[src/rtl/if_fetch_unit_if.sv]
// Instruction-memory request/response bus between the fetch stage (master)
// and instruction memory (slave).
interface if_fetch_unit_if #(
   parameter int ADDR_W  = 16,
   parameter int INSTR_W = 16
);
   logic               imem_req;
   logic [ADDR_W-1:0]  imem_addr;
   logic [INSTR_W-1:0] imem_rdata;
   logic               imem_ready;

   modport master (
      output imem_req,
      output imem_addr,
      input  imem_rdata,
      input  imem_ready
   );

   modport slave (
      input  imem_req,
      input  imem_addr,
      output imem_rdata,
      output imem_ready
   );
endinterface

[src/rtl/if_fetch_unit.sv]
// Instruction-fetch stage: owns the PC, the imem request/response handshake,
// a one-entry skid buffer for responses that land during a stall, and IF/ID.
module if_fetch_unit #(
   parameter int                 ADDR_W    = 16,
   parameter int                 INSTR_W   = 16,
   parameter logic [ADDR_W-1:0]  RESET_PC  = 16'h0000,
   parameter logic [INSTR_W-1:0] NOP_INSTR = 16'hF000
) (
   input  logic                clk,
   input  logic                reset,
   input  logic                pc_op,
   input  logic                b_jmp,
   input  logic                if_flush,
   input  logic                halt,
   input  logic                overflow_error_warning,
   input  logic                stall,
   input  logic [ADDR_W-1:0]   id_pc_plus2,
   input  logic [ADDR_W-1:0]   branch_offset,
   input  logic [ADDR_W-1:0]   jump_target,
   if_fetch_unit_if.master     imem,
   output logic [ADDR_W-1:0]   pc,
   output logic [INSTR_W-1:0]  if_id_instr,
   output logic [ADDR_W-1:0]   if_id_pc_plus2,
   output logic                if_id_valid,
   output logic                halted,
   output logic                error_halt
);

   typedef enum logic [1:0] {
      ST_RUN    = 2'd0,
      ST_WAIT   = 2'd1,
      ST_HALTED = 2'd2,
      ST_ERROR  = 2'd3
   } state_t;

   state_t               state_q;
   logic [ADDR_W-1:0]    pc_q;
   logic [INSTR_W-1:0]   if_id_instr_q;
   logic [ADDR_W-1:0]    if_id_pc_plus2_q;
   logic                 if_id_valid_q;
   logic                 halted_q;
   logic                 error_halt_q;
   logic                 discard_q;
   logic                 skid_full_q;
   logic [INSTR_W-1:0]   skid_instr_q;
   logic [ADDR_W-1:0]    skid_pc_plus2_q;

   logic [ADDR_W-1:0]    pc_plus2_d;
   logic [ADDR_W-1:0]    redirect_pc_d;
   logic                 req_d;
   logic                 rsp_d;

   assign pc_plus2_d    = pc_q + {{(ADDR_W-2){1'b0}}, 2'b10};
   assign redirect_pc_d = b_jmp ? (id_pc_plus2 + (branch_offset << 1'd1)) : jump_target;

   // Reset is folded in so no request leaks out while the state register is still settling.
   assign req_d = ~reset & (state_q == ST_RUN) & ~stall & ~skid_full_q & ~pc_op
                & ~halt & ~overflow_error_warning;
   assign rsp_d = (state_q == ST_WAIT) & imem.imem_ready;

   assign imem.imem_req  = req_d;
   assign imem.imem_addr = pc_q;

   assign pc             = pc_q;
   assign if_id_instr    = if_id_instr_q;
   assign if_id_pc_plus2 = if_id_pc_plus2_q;
   assign if_id_valid    = if_id_valid_q;
   assign halted         = halted_q;
   assign error_halt     = error_halt_q;

   // Fetch FSM, PC, skid buffer and IF/ID register
   always_ff @(posedge clk) begin
      if (reset) begin
         state_q          <= ST_RUN;
         pc_q             <= RESET_PC;
         if_id_instr_q    <= NOP_INSTR;
         if_id_pc_plus2_q <= {ADDR_W{1'b0}};
         if_id_valid_q    <= 1'b0;
         halted_q         <= 1'b0;
         error_halt_q     <= 1'b0;
         discard_q        <= 1'b0;
         skid_full_q      <= 1'b0;
         skid_instr_q     <= NOP_INSTR;
         skid_pc_plus2_q  <= {ADDR_W{1'b0}};
      end else begin
         case (state_q)
            ST_ERROR: begin
               state_q <= ST_ERROR;
            end
            ST_RUN, ST_WAIT, ST_HALTED: begin
               if (overflow_error_warning) begin
                  state_q       <= ST_ERROR;
                  error_halt_q  <= 1'b1;
                  if_id_valid_q <= 1'b0;
                  skid_full_q   <= 1'b0;
                  discard_q     <= 1'b0;
               end else if (halt || (state_q == ST_HALTED)) begin
                  // Any response still in flight is simply never consumed.
                  state_q     <= ST_HALTED;
                  halted_q    <= 1'b1;
                  skid_full_q <= 1'b0;
                  discard_q   <= 1'b0;
                  if (if_flush) begin
                     if_id_valid_q <= 1'b0;
                     if_id_instr_q <= NOP_INSTR;
                  end
               end else begin
                  if (pc_op) begin
                     pc_q        <= redirect_pc_d;
                     skid_full_q <= 1'b0;
                     if (state_q == ST_WAIT) begin
                        if (imem.imem_ready) begin
                           state_q   <= ST_RUN;
                           discard_q <= 1'b0;
                        end else begin
                           discard_q <= 1'b1;
                        end
                     end
                  end else if (rsp_d) begin
                     state_q   <= ST_RUN;
                     discard_q <= 1'b0;
                     if (!discard_q) begin
                        pc_q <= pc_plus2_d;
                        if (stall) begin
                           skid_full_q     <= 1'b1;
                           skid_instr_q    <= imem.imem_rdata;
                           skid_pc_plus2_q <= pc_plus2_d;
                        end else begin
                           if_id_instr_q    <= imem.imem_rdata;
                           if_id_pc_plus2_q <= pc_plus2_d;
                           if_id_valid_q    <= 1'b1;
                        end
                     end
                  end else if (req_d) begin
                     state_q <= ST_WAIT;
                  end else if (skid_full_q && !stall) begin
                     if_id_instr_q    <= skid_instr_q;
                     if_id_pc_plus2_q <= skid_pc_plus2_q;
                     if_id_valid_q    <= 1'b1;
                     skid_full_q      <= 1'b0;
                  end
                  // Flush is written last so it wins over any load or capture above.
                  if (if_flush) begin
                     if_id_valid_q <= 1'b0;
                     if_id_instr_q <= NOP_INSTR;
                     skid_full_q   <= 1'b0;
                  end
               end
            end
            default: begin
               state_q <= ST_ERROR;
            end
         endcase
      end
   end

endmodule
[src/flat_wrapper.sv]
// flat-port wrapper written by rule: the top's interface ports become plain ports
module if_fetch_unit_flat 
#(
   parameter int                 ADDR_W    = 16,
   parameter int                 INSTR_W   = 16,
   parameter logic [ADDR_W-1:0]  RESET_PC  = 16'h0000,
   parameter logic [INSTR_W-1:0] NOP_INSTR = 16'hF000
)
  (clk, reset, pc_op, b_jmp, if_flush, halt, overflow_error_warning, stall, id_pc_plus2, branch_offset, jump_target, pc, if_id_instr, if_id_pc_plus2, if_id_valid, halted, error_halt, imem_imem_req, imem_imem_addr, imem_imem_rdata, imem_imem_ready);
  if_fetch_unit_if #(.ADDR_W(ADDR_W), .INSTR_W(INSTR_W)) imem_i ();
  input  logic clk;
  input  logic reset;
  input  logic pc_op;
  input  logic b_jmp;
  input  logic if_flush;
  input  logic halt;
  input  logic overflow_error_warning;
  input  logic stall;
  input  logic [ADDR_W-1:0] id_pc_plus2;
  input  logic [ADDR_W-1:0] branch_offset;
  input  logic [ADDR_W-1:0] jump_target;
  output logic [ADDR_W-1:0] pc;
  output logic [INSTR_W-1:0] if_id_instr;
  output logic [ADDR_W-1:0] if_id_pc_plus2;
  output logic if_id_valid;
  output logic halted;
  output logic error_halt;
  output wire logic [$bits(imem_i.imem_req)-1:0] imem_imem_req;
  output wire logic [$bits(imem_i.imem_addr)-1:0] imem_imem_addr;
  input wire logic [$bits(imem_i.imem_rdata)-1:0] imem_imem_rdata;
  input wire logic [$bits(imem_i.imem_ready)-1:0] imem_imem_ready;
  assign imem_imem_req = imem_i.imem_req;
  assign imem_imem_addr = imem_i.imem_addr;
  assign imem_i.imem_rdata = imem_imem_rdata;
  assign imem_i.imem_ready = imem_imem_ready;
  if_fetch_unit #(.ADDR_W(ADDR_W), .INSTR_W(INSTR_W), .RESET_PC(RESET_PC), .NOP_INSTR(NOP_INSTR)) u_core (.clk(clk), .reset(reset), .pc_op(pc_op), .b_jmp(b_jmp), .if_flush(if_flush), .halt(halt), .overflow_error_warning(overflow_error_warning), .stall(stall), .id_pc_plus2(id_pc_plus2), .branch_offset(branch_offset), .jump_target(jump_target), .imem(imem_i), .pc(pc), .if_id_instr(if_id_instr), .if_id_pc_plus2(if_id_pc_plus2), .if_id_valid(if_id_valid), .halted(halted), .error_halt(error_halt));
endmodule
[config.mk]
export PLATFORM = sky130hd
export DESIGN_NAME = if_fetch_unit_flat
export DESIGN_NICKNAME = d
export VERILOG_FILES = /design/src/rtl/if_fetch_unit_if.sv /design/src/rtl/if_fetch_unit.sv /design/src/flat_wrapper.sv
export SDC_FILE = /design/constraint.sdc
export NUM_CORES = 1
export LEC_CHECK = 0
export CORE_MARGIN = 3
export CORE_UTILIZATION = 50
export DETAILED_ROUTE_END_ITERATION = 8
export GPL_ROUTABILITY_DRIVEN = 0
export HOLD_SLACK_MARGIN = 0.08
export PLACE_DENSITY = 0.83
export SLEW_MARGIN = 20
export SYNTH_ARGS = -nofsm -noshare
export SYNTH_HDL_FRONTEND = slang
export SYNTH_SLANG_ARGS = --single-unit
[constraint.sdc]
create_clock -name clk -period 7.4 [get_ports clk]
set_input_delay 1.85 -clock clk [delete_from_list [all_inputs] [get_ports clk]]
set_output_delay 1.85 -clock clk [all_outputs]
set_load 0.005 [all_outputs]
### Word-level counts from Yosys, hierarchy flattened

Cells that the tools add are included.

* register bits after elaboration: 87
* latch bits: 0
* memory bits (writable): 0
* ROM bits: 0
* input port bits: 73
* output and inout bits: 68
* logic and storage cells: 124
* memories kept: 0

* add/sub/neg operators: 2
* $mul: 0
* div/mod/pow operators: 0
* order comparisons: 0
* equality and inequality tests: 24
* shift-type cells: 0
* multiplexer cells: 51
* bitwise logic cells: 15
* reduce and logical (&&, ||, !) cells: 21

Operators by type and width (number)
* 16-bit two-way mux: 18
* 1-bit two-way mux: 25
* 16-bit adder: 1
* 16-bit by 2-bit adder with 16-bit output, second input constant: 1
* 8-bit AND reduction: 2
* 2-bit two-way mux: 7
* 7-bit AND reduction: 2
* 6-bit by 4-bit != test with 1-bit output, second input constant: 2
* 6-bit != test, second input constant: 2
* 5-bit AND reduction: 2
* 3-bit != test, second input constant: 3
* 3-bit AND reduction: 3
* 2-bit != test, second input constant: 4
* 4-bit != test, second input constant: 2
* 1-bit inverter: 8
* 4-bit nonzero test: 2
* 1-bit bitwise AND: 7
* 6-bit nonzero test: 1
* 5-bit by 3-bit != test with 1-bit output, second input constant: 1
* 5-bit by 4-bit != test with 1-bit output, second input constant: 1
* 2-bit equality test, second input constant: 2
* 2-bit by 1-bit != test with 1-bit output, second input constant: 2
* 4-bit by 1-bit != test with 1-bit output, second input constant: 1
* 4-bit by 3-bit != test with 1-bit output, second input constant: 1
* 12 further kinds: 13

### Depth between registers and ports, before layout

Gate-level depths: netlist of run 1.

* word-level depth: 13
* gate-level depth with buffers: 10
* depth with buffers taken out: 10

### Worst setup path before layout of run 1

OpenSTA, ideal clock, no wires.

* path type: input port to output port
* start point: input overflow_error_warning
* end point: output imem_imem_req
* arrival time: 2.705 ns
* setup slack: 2.845 ns
* cell stages on the path: 4
* path buffers: 2
* path through: buf_6 -> or3_1 -> buf_2 -> nor4_1

* cells in the longest elaborated chain, start to end: 2

Ends and longest elaborated chain
* start, declared: line flat_wrapper.sv:17 `input logic overflow_error_warning;`
* 1-bit inverter (no source line)
* 1-bit bitwise AND: line if_fetch_unit.sv:58 `& ~halt & ~overflow_error_warning;`
* end, declared: line flat_wrapper.sv:28 `output wire logic [$bits(imem_i.imem_req)-1:0] imem_imem_req;`

No other way between the ends.

### Final worst setup path of run 1

Same ends and word-level chain as after synthesis.

==> results of run 1 <==
-- registers in the layout, indices dropped and copies added (netlist names), 2 cells and up --
signal and flops:
u_core.if_id_pc_plus2 16, u_core.if_id_instr 16, u_core.skid_instr_q 16, u_core.imem.imem_addr 16
u_core.skid_pc_plus2_q 16, u_core.state_q 2
-- metal layers --
metal | share of wire (%) | GRT usage [%] | vias to the layer above | wire length (um)
met1 | 44 | 31.46 | 2296 | 5821
met2 | 47 | 36.75 | 205 | 6153
met3 | 7.0 | 4.103 | 21 | 921
met5 | 0 | 0 | - | 0
met4 | 1.9 | 6.846 | 0 | 255
li1 | - | - | 2428 | -
-- stage by stage --
stage	power, W	instance area, um2
global placement	0.0006721	6215
global route	0.001033	6410
floorplan	0.0005996	4960
detailed placement	0.0006767	6215
CTS	0.0009952	6402
finish	0.0009936	6410
-- Yosys cell counts (4+ instances only) --
cell	number
xor2_1	13
nor3_1	27
nand2b_1	7
a21o_1	4
nand2_1	71
buf_2	15
dfxtp_1	87
and3_1	4
or3_1	5
clkbuf_1	21
nand3_1	14
a211o_1	4
xnor2_1	8
o21ai_0	21
nor2_1	94
nor2b_1	6
a21oi_1	75
o21bai_1	4
a211oi_1	33
nand3b_1	6
a31oi_1	10
o22ai_1	5
inv_1	9
buf_4	19
ha_1	15
mux2i_1	17
-- area by class of cell --
cell class,count,share of cell area [%]
Inverter,9,0.5270
Tap cell,129,2.518
Clock buffer,11,2.050
Timing Repair Buffer,145,22.33
Sequential cell,87,27.17
Clock inverter,5,0.8784
Multi-Input combinational cell,485,44.52
-- worst min-delay path: cells and delay by family, from the launching register on --
family          cells  cell delay, ns
flops               1            0.32
simple gates        1            0.05
compound gates      1            0.05
-- logic make-up (layout without fill, tap and decap cells) --
group	count (synthesis)	count (layout)	synth area share, %
mux	18	18	3.658
fa+ha+maj	16	16	4.188
compound gates	170	170	20.79
flops	87	87	35.12
simple gates	259	259	24.72
xor+xnor	22	22	4.036
buf+inv	69	170	7.493
-- how the worst min path moves through the flow --
| stage | endpoint | slack, ns | cells past startpoint | from |
|---|---|---|---|---|
| 3_3_place_gp | u_core.skid_instr_q[1]$_SDFFE_PP0P_ | 0.44 | 2 | u_core.skid_instr_q[1]$_SDFFE_PP0P_ |
| 6_report | u_core.skid_instr_q[9]$_SDFFE_PP0P_ | 0.46 | 2 | u_core.skid_instr_q[9]$_SDFFE_PP0P_ |
| 3_5_place_dp | u_core.skid_instr_q[9]$_SDFFE_PP0P_ | 0.45 | 2 | u_core.skid_instr_q[9]$_SDFFE_PP0P_ |
| 4_1_cts | u_core.skid_instr_q[9]$_SDFFE_PP0P_ | 0.46 | 2 | u_core.skid_instr_q[9]$_SDFFE_PP0P_ |
| 2_1_floorplan | u_core.skid_instr_q[0]$_SDFFE_PP0P_ | 0.44 | 2 | u_core.skid_instr_q[0]$_SDFFE_PP0P_ |
| 5_1_grt | u_core.skid_pc_plus2_q[2]$_SDFFE_PP0P_ | 0.47 | 2 | u_core.skid_pc_plus2_q[2]$_SDFFE_PP0P_ |
-- power by group through the flow --
| stage | clock, W | sequential [W] | combinational [W] |
|---|---|---|---|
| after global placement | 0 | 0.000496 | 0.000176 |
| after floorplan | 0 | 0.000493 | 0.000107 |
| after CTS | 0.000328 | 0.000486 | 0.000181 |
| final | 0.000324 | 0.000486 | 0.000183 |
| after global routing | 0.000345 | 0.000488 | 0.000200 |
| after detailed placement | 0 | 0.000497 | 0.000180 |
-- placed cells by master, fill, tap and decap left out, types with 2 or more instances in the layout --
| master | Yosys | layout |
|---|---|---|
| inv_1 | 9 | 9 |
| or2_2 | 2 | 2 |
| o21bai_1 | 4 | 4 |
| nand2b_1 | 7 | 7 |
| nand2_1 | 71 | 71 |
| or4_1 | 2 | 2 |
| clkinv_2 | 0 | 2 |
| nand3b_1 | 6 | 6 |
| a211oi_1 | 33 | 33 |
| a21o_1 | 4 | 4 |
| nor2_2 | 2 | 2 |
| nor3_2 | 2 | 2 |
| nor3_1 | 27 | 27 |
| clkdlybuf4s50_1 | 0 | 138 |
| xnor2_1 | 8 | 8 |
| o311ai_0 | 2 | 2 |
| nand4_1 | 3 | 3 |
| o31ai_1 | 2 | 2 |
| xor2_1 | 13 | 13 |
| nand3_1 | 14 | 14 |
| mux2i_1 | 17 | 17 |
| nor2b_1 | 6 | 6 |
| o22ai_1 | 5 | 5 |
| dfxtp_1 | 87 | 87 |
| ha_1 | 15 | 15 |
| o221ai_1 | 2 | 2 |
| clkbuf_8 | 0 | 9 |
| or3_1 | 5 | 5 |
| a31oi_1 | 10 | 10 |
| buf_4 | 19 | 6 |
| nor3b_1 | 3 | 3 |
| o21ai_0 | 21 | 21 |
| clkbuf_1 | 21 | 2 |
| a211o_1 | 4 | 4 |
| nor2_1 | 94 | 94 |
| a21oi_1 | 75 | 75 |
| and3_1 | 4 | 4 |
==> reports/metrics.yaml, run 1 <==
status: "finished, final reports clean"
timing.rr.start: "u_core.state_q[1]$_SDFFE_PP0P_"
p_int_w: 0.0007235
avgSynthCellArea_um2: 7.738
pwr-share-clk_pct: 32.7
synth_top_area_share_pct: 35.12
setup_viol: 0
hold_violations: 0
start_kind: "input pin"
synth_cell_types: 59
clkLatencyLatePin_ns: 0.35
drc: 0
switching_share_pct: 27.18
antenna_found_initial: 0
clock-root-buffer: "clkbuf_8"
cp.required_ns: 5.55
p_comb_share_pct: 18.4
power_density_nw_per_um2: 155.0
post_drt_wl_per_cell_um: 15.10
clockBufferDepth: 2
dp_cells: 855
rows: 35
cts.htree.levels: 3
hp-class: "reg2reg"
tightest_slew_ns: 1.037
core_um2: 9459
die_y_um: 105.6
crit_path_start: "overflow_error_warning"
fin_hold_ws_ns: 0.4576
multi_input_area_um2: 2854
crit_buf_inv: 2
rrSetupSlack_ns: 4.61
ys_async_sr_fraction_pct: 0
clk_pin_slew_ns: 0.08
cp-endpoint: "imem_imem_req"
worstReg2RegEnd: "u_core.if_id_pc_plus2[5]$_SDFFE_PP0P_"
fp.dieW_um: 105.6
cts_resized: 0
totalWireLength_um: 13150
synth.area.top_cells: "dfxtp_1, a21oi_1, nor2_1"
fin_crit_ns: 5.744
p_sw_w: 0.0002701
fillers: 784
vias: 4950
synth_ff_type: "dfxtp_1"
dp_hpwl_um: 9416
drtAntennaViolNets: 0
die_area_um2: 11150
pre_cts_ws_ns: 1.703
drtIter0Drc: 393
grt.total_usage_pct: 22.90
r2r_cells: 8
rsz0062_at_grt: "no"
vias_per_cell: 5.683
cts_tree: "built"
fin_skew_ns: 0.01242
final_cells: 871
cts_hold_buf: 0
finalWorstSetupSlack_ns: 1.656
peakVddDrop_mv: 0.08598
grt_pass1_wl_um: 21490
synth_cells: 641
grt_pass1_vias: 4520
path_max_fanout: 9
drive_gt1_share_pct: 4.987
max_cap_viol_count: 0
crit_arrival_ns: 3.89
final_util_pct: 67.76
syn_nets: 730
cpPeakStageDelay_ns: 0.59
fin_crit_sh_pct: 77.63
seq_area_um2: 1742
grt_max_degree: 91
finalMaxSlewViolations: 0
power_leakage_nw: 2.364
cp_common_cell: "clkdlybuf4s50_1"
diodes: 0
area_growth_pct: 29.24
portBuffers: 139
initial_core_util_pct: 52.43
synth_area_um2: 4960
ys_seq_elements: 87
worstSetupPathDepth: 4
crit_chain: "clkdlybuf4s50_1 -> or3_1 -> nor4_1 -> clkdlybuf4s50_1"
power_frac_seq_pct: 48.9
cts_made_buffers: 9
yosys_warnings: 0
crit_type: "in2out"
endpoint_kind: "output pin"
cts_sinks: 87
fmax_mhz: 174.1
path_delay_family: "buffers and inverters"
slew_headroom_pct: 30.70
grt-ovfl-total: 0
yosysTopAreaCell: "dfxtp_1"
ios: 141
layout.nets: 826
ys_seq_area_share_pct: 35.12
fin_setup_tns_ns: 0
dr.pass1.iters: 5
critPathSlowestCell: "clkdlybuf4s50_1"
synth_edf_count: 0
post_cts_buffers: 0
(Power assumes the default switching activity.)
==> run 2: changes to the inputs <==
--- a/config.mk
+++ b/config.mk
@@ -6,11 +6,11 @@
 export NUM_CORES = 1
 export LEC_CHECK = 0
 export CORE_MARGIN = 3
-export CORE_UTILIZATION = 50
+export CORE_UTILIZATION = 48
 export DETAILED_ROUTE_END_ITERATION = 8
 export GPL_ROUTABILITY_DRIVEN = 0
 export HOLD_SLACK_MARGIN = 0.08
-export PLACE_DENSITY = 0.83
+export PLACE_DENSITY = 0.8
 export SLEW_MARGIN = 20
 export SYNTH_ARGS = -nofsm -noshare
 export SYNTH_HDL_FRONTEND = slang
==> constraint.sdc (replaced) <==
create_clock -name clk -period 5.9 [get_ports clk]
set_input_delay 1.475 -clock clk [delete_from_list [all_inputs] [get_ports clk]]
set_output_delay 1.475 -clock clk [all_outputs]
set_load 0.005 [all_outputs]
==> reports/metrics.yaml, run 2 (synthesized netlist as in run 1, its figures left out) <==
power_density_nw_per_um2: 189.7
critPathSlowestCell: "clkdlybuf4s50_1"
die_area_um2: 11590
totalWireLength_um: 13370
grt-busiest-layer: "met2"
antenna_found_initial: 0
use_met3_pct: 4.559
area_growth_pct: 29.26
drtIter0Drc: 365
post_drt_wl_per_cell_um: 15.26
crit_arrival_ns: 3.47
cts_made_buffers: 9
cts_tree: "built"
final_util_pct: 64.70
r2r_cells: 7
cts_hold_buf: 0
drtAntennaViolNets: 0
cpPeakStageDelay_ns: 0.58
drc: 0
drive_gt1_share_pct: 5.518
vias_per_cell: 5.635
dr.pass1.iters: 4
portBuffers: 139
status: "finished, final reports clean"
grt-ovfl-total: 0
hp-class: "reg2reg"
crit_type: "in2out"
diodes: 0
start_kind: "input pin"
p_comb_share_pct: 18.9
peakVddDrop_mv: 0.1352
ios: 141
cp.required_ns: 4.43
grt_pass1_wl_um: 21820
switching_share_pct: 28.81
crit_chain: "clkdlybuf4s50_1 -> or3_1 -> nor4_1 -> clkdlybuf4s50_1"
cp_common_cell: "clkdlybuf4s50_1"
die_y_um: 107.7
hold_depth: 2
fin_setup_tns_ns: 0
rsz0062_at_grt: "no"
grt_pass1_vias: 4513
fin_skew_ns: 0.01244
dp_hpwl_um: 9813
most-common-layout-cells: "clkdlybuf4s50_1, nor2_1, dfxtp_1, a21oi_1, nand2_1"
pre_cts_ws_ns: 0.9968
tightest_slew_ns: 0.9205
grt_max_degree: 91
hold_violations: 0
finalWorstSetupSlack_ns: 0.9575
met2_usage_pct: 37.34
finalMaxSlewViolations: 0
final_common_cell: "clkdlybuf4s50_1"
power_leakage_nw: 2.355
fin_crit_sh_pct: 83.77
initial_core_util_pct: 50.05
slew_headroom_pct: 38.64
fmax_mhz: 202.3
grt.total_usage_pct: 22.98
clockBufferDepth: 2
path_max_fanout: 9
clk_pin_slew_ns: 0.09
core_um2: 9910
clkLatencyLatePin_ns: 0.36
post_cts_buffers: 0
layout.nets: 827
fin_crit_ns: 4.943
max_cap_viol_count: 0
pwr-share-clk_pct: 31.0
power_frac_seq_pct: 50.1
cts_sinks: 87
vias: 4936
fp.dieW_um: 107.7
grt_use_met1_pct: 30.99
endpoint_kind: "output pin"
p_int_w: 0.0008659
clock-root-buffer: "clkbuf_8"
cts.htree.levels: 3
p_sw_w: 0.0003503
rows: 36
cts_resized: 0
setup_viol: 0
[run 2: layer usage]
| layer | up-vias | wire (um) |
|---|---|---|
| met5 | - | 0 |
| met4 | 0 | 270 |
| met3 | 22 | 829 |
| met2 | 182 | 6340 |
| met1 | 2293 | 5930 |
| li1 | 2439 | - |
[run 2: final cells by class]
class,count,area [um2]
fill,846,3498
inverter,9,33.78
tap,133,166.4
clock buffer,10,127.6
sequential,87,1742
multi-input combinational,485,2858
timing repair buffer,146,1439
clock inverter,6,45.04
[run 2: path summary, 6_finish.rpt]
| check | from | slack [ns] | endpoint |
|---|---|---|---|
| hold / removal | u_core.skid_instr_q[9]$_SDFFE_PP0P_ | 0.46 | u_core.skid_instr_q[9]$_SDFFE_PP0P_ |
| setup / recovery | overflow_error_warning | 0.96 | imem_imem_req |
| setup reg to reg | u_core.state_q[0]$_SDFFE_PP0P_ | 3.52 | u_core.skid_instr_q[4]$_SDFFE_PP0P_ |
| hold reg to reg | u_core.skid_instr_q[9]$_SDFFE_PP0P_ | 0.46 | u_core.skid_instr_q[9]$_SDFFE_PP0P_ |
[run 2: power by group through the flow]
stage | clock, W | combinational [W] | sequential (W)
after floorplan | 0 | 0.000134 | 0.000618
after global placement | 0 | 0.000221 | 0.000622
after detailed placement | 0 | 0.000228 | 0.000623
after CTS | 0.000381 | 0.000229 | 0.000609
after global routing | 0.000407 | 0.000252 | 0.000611
final | 0.000377 | 0.000230 | 0.000610
[run 2: per-stage QoR]
step	cell area [um2]	cells	power, W	hold slack [ns]
after floorplan	4960	641	0.0007521	0.4360
after global placement	6227	860	0.0008436	0.4411
after detailed placement	6235	860	0.0008506	0.4472
after CTS	6407	876	0.001219	0.4594
after global routing	6411	876	0.001270	0.4827
final	6411	876	0.001216	0.4579
[run 2: worst max-delay path, delay by kind of cell]
family,cells,cell delay (ns)
AND/OR/NAND/NOR,2,0.86
buffers and inverters,2,1.14
==> run 3: changes to the inputs <==
==> constraint.sdc (replaced) <==
create_clock -name clk -period 4.82 [get_ports clk]
set_input_delay 1.205 -clock clk [delete_from_list [all_inputs] [get_ports clk]]
set_output_delay 1.205 -clock clk [all_outputs]
set_load 0.005 [all_outputs]
==> reports/metrics.yaml, run 3 (synthesized netlist as in run 1, its figures left out) <==
crit_type: "in2out"
totalWireLength_um: 13510
most-common-layout-cells: "clkdlybuf4s50_1, nor2_1, dfxtp_1, a21oi_1, nand2_1"
die_y_um: 107.7
ios: 141
grt_max_degree: 91
slew_headroom_pct: 39.40
vias: 4976
grt_pass1_vias: 4755
drive_gt1_share_pct: 5.511
layout.nets: 829
cts_sinks: 87
vias_per_cell: 5.674
final_common_cell: "clkdlybuf4s50_1"
path_max_fanout: 9
status: "finished, final reports clean"
dr.pass1.iters: 5
power_frac_seq_pct: 46.9
grt-ovfl-total: 0
critPathSlowestCell: "clkdlybuf4s50_1"
finalWorstSetupSlack_ns: 0.6678
pwr-share-clk_pct: 35.4
cts.htree.levels: 3
p_comb_share_pct: 17.8
crit_arrival_ns: 2.95
die_area_um2: 11590
hold_violations: 0
fin_setup_tns_ns: 0
rsz0062_at_grt: "no"
diodes: 0
fin_crit_ns: 4.152
drtAntennaViolNets: 0
area_growth_pct: 30.22
post_drt_wl_per_cell_um: 15.40
cts_made_buffers: 9
clk_pin_slew_ns: 0.09
post_cts_buffers: 0
finalMaxSlewViolations: 0
power_leakage_nw: 2.385
drc: 0
hp-class: "reg2reg"
crit_chain: "clkdlybuf4s50_1 -> or3_1 -> nor4_1 -> clkdlybuf4s50_1"
fin_crit_sh_pct: 86.15
tightest_slew_ns: 0.9090
switching_share_pct: 26.85
max_cap_viol_count: 0
peakVddDrop_mv: 0.1512
fmax_mhz: 240.8
initial_core_util_pct: 50.05
grt_pass1_wl_um: 22400
place_area_um2: 6242
fp.dieW_um: 107.7
antenna_found_initial: 0
p_int_w: 0.001164
path_delay_family: "buffers and inverters"
setup_viol: 0
cts_hold_buf: 0
cts_resized: 0
grt.total_usage_pct: 23.45
fillers: 881
core_um2: 9910
cp.required_ns: 3.62
crit_buf_inv: 2
dp_hpwl_um: 9985
cp_common_cell: "clkdlybuf4s50_1"
cpPeakStageDelay_ns: 0.57
clockBufferDepth: 2
fin_skew_ns: 0.008374
cts_tree: "built"
drtIter0Drc: 371
portBuffers: 139
start_kind: "input pin"
power_density_nw_per_um2: 246.4
endpoint_kind: "output pin"
pre_cts_ws_ns: 0.6644
finalInstanceArea_um2: 6459
clock-root-buffer: "clkbuf_8"
clkLatencyLatePin_ns: 0.36
p_sw_w: 0.0004272
rows: 36
## run 3: changes by cell type in the layout (fill, tap and decap cells not counted)
cell and change:
clkinvlp_4 -1, nand2_2 -1, clkinv_2 -1, nand2_1 +1, and3_1 +1, bufinv_16 +2
buf_4 +2, o21ai_4 -1, clkinv_4 -1, clkbuf_1 -1, o21ai_2 +1, and3_2 -1
inv_6 +1
## run 3: worst paths after layout
path | startpoint | end | slack [ns] | cells after the start
hold / removal | u_core.skid_instr_q[0]$_SDFFE_PP0P_ | u_core.skid_instr_q[0]$_SDFFE_PP0P_ | 0.46 | 2
hold reg to reg | u_core.skid_instr_q[0]$_SDFFE_PP0P_ | u_core.skid_instr_q[0]$_SDFFE_PP0P_ | 0.46 | 2
setup / recovery | overflow_error_warning | imem_imem_req | 0.67 | 4
setup reg to reg | u_core.state_q[0]$_SDFFE_PP0P_ | u_core.skid_pc_plus2_q[1]$_SDFFE_PP0P_ | 2.45 | 6
## run 3: per-layer routing
layer	global-route usage, %	up-vias	routed length (um)
met5	0	-	0
met4	8.025	0	317
met3	5.699	30	865
met2	38.06	170	6504
met1	30.49	2333	5822
li1	-	2443	-
## run 3: metrics by stage
step,util (%),power [W],cells,hold WS [ns]
floorplan,-,0.0009206,641,0.4360
global placement,62.99,0.001033,862,0.4412
detailed placement,62.99,0.001042,862,0.4493
CTS,65.18,0.001598,877,0.4618
global route,65.18,0.001662,877,0.4824
finish,65.18,0.001591,877,0.4581
## run 3: cell type report
| type | count | area [um2] | area share (%) |
|---|---|---|---|
| repair buffers | 148 | 1454 | 22.51 |
| clock inverters | 6 | 92.59 | 1.434 |
| inverters | 9 | 33.78 | 0.5231 |
| multi-input cells | 485 | 2846 | 44.07 |
| flip-flops and latches | 87 | 1742 | 26.97 |
| well taps | 133 | 166.4 | 2.577 |
| clock buffers | 9 | 123.9 | 1.918 |
## run 3: tightest hold or removal path: stages, from the launching register on
cell	delay (ns)
dfxtp_1	0.32
nand2_1	0.05
a21oi_1	0.05
## run 3: power groups by stage
stage	logic (W)	clock network (W)	registers, W
final	0.000283	0.000563	0.000746
after global routing	0.000310	0.000604	0.000748
after CTS	0.000281	0.000571	0.000746
after detailed placement	0.000279	0	0.000762
after global placement	0.000272	0	0.000761
after floorplan	0.000164	0	0.000757
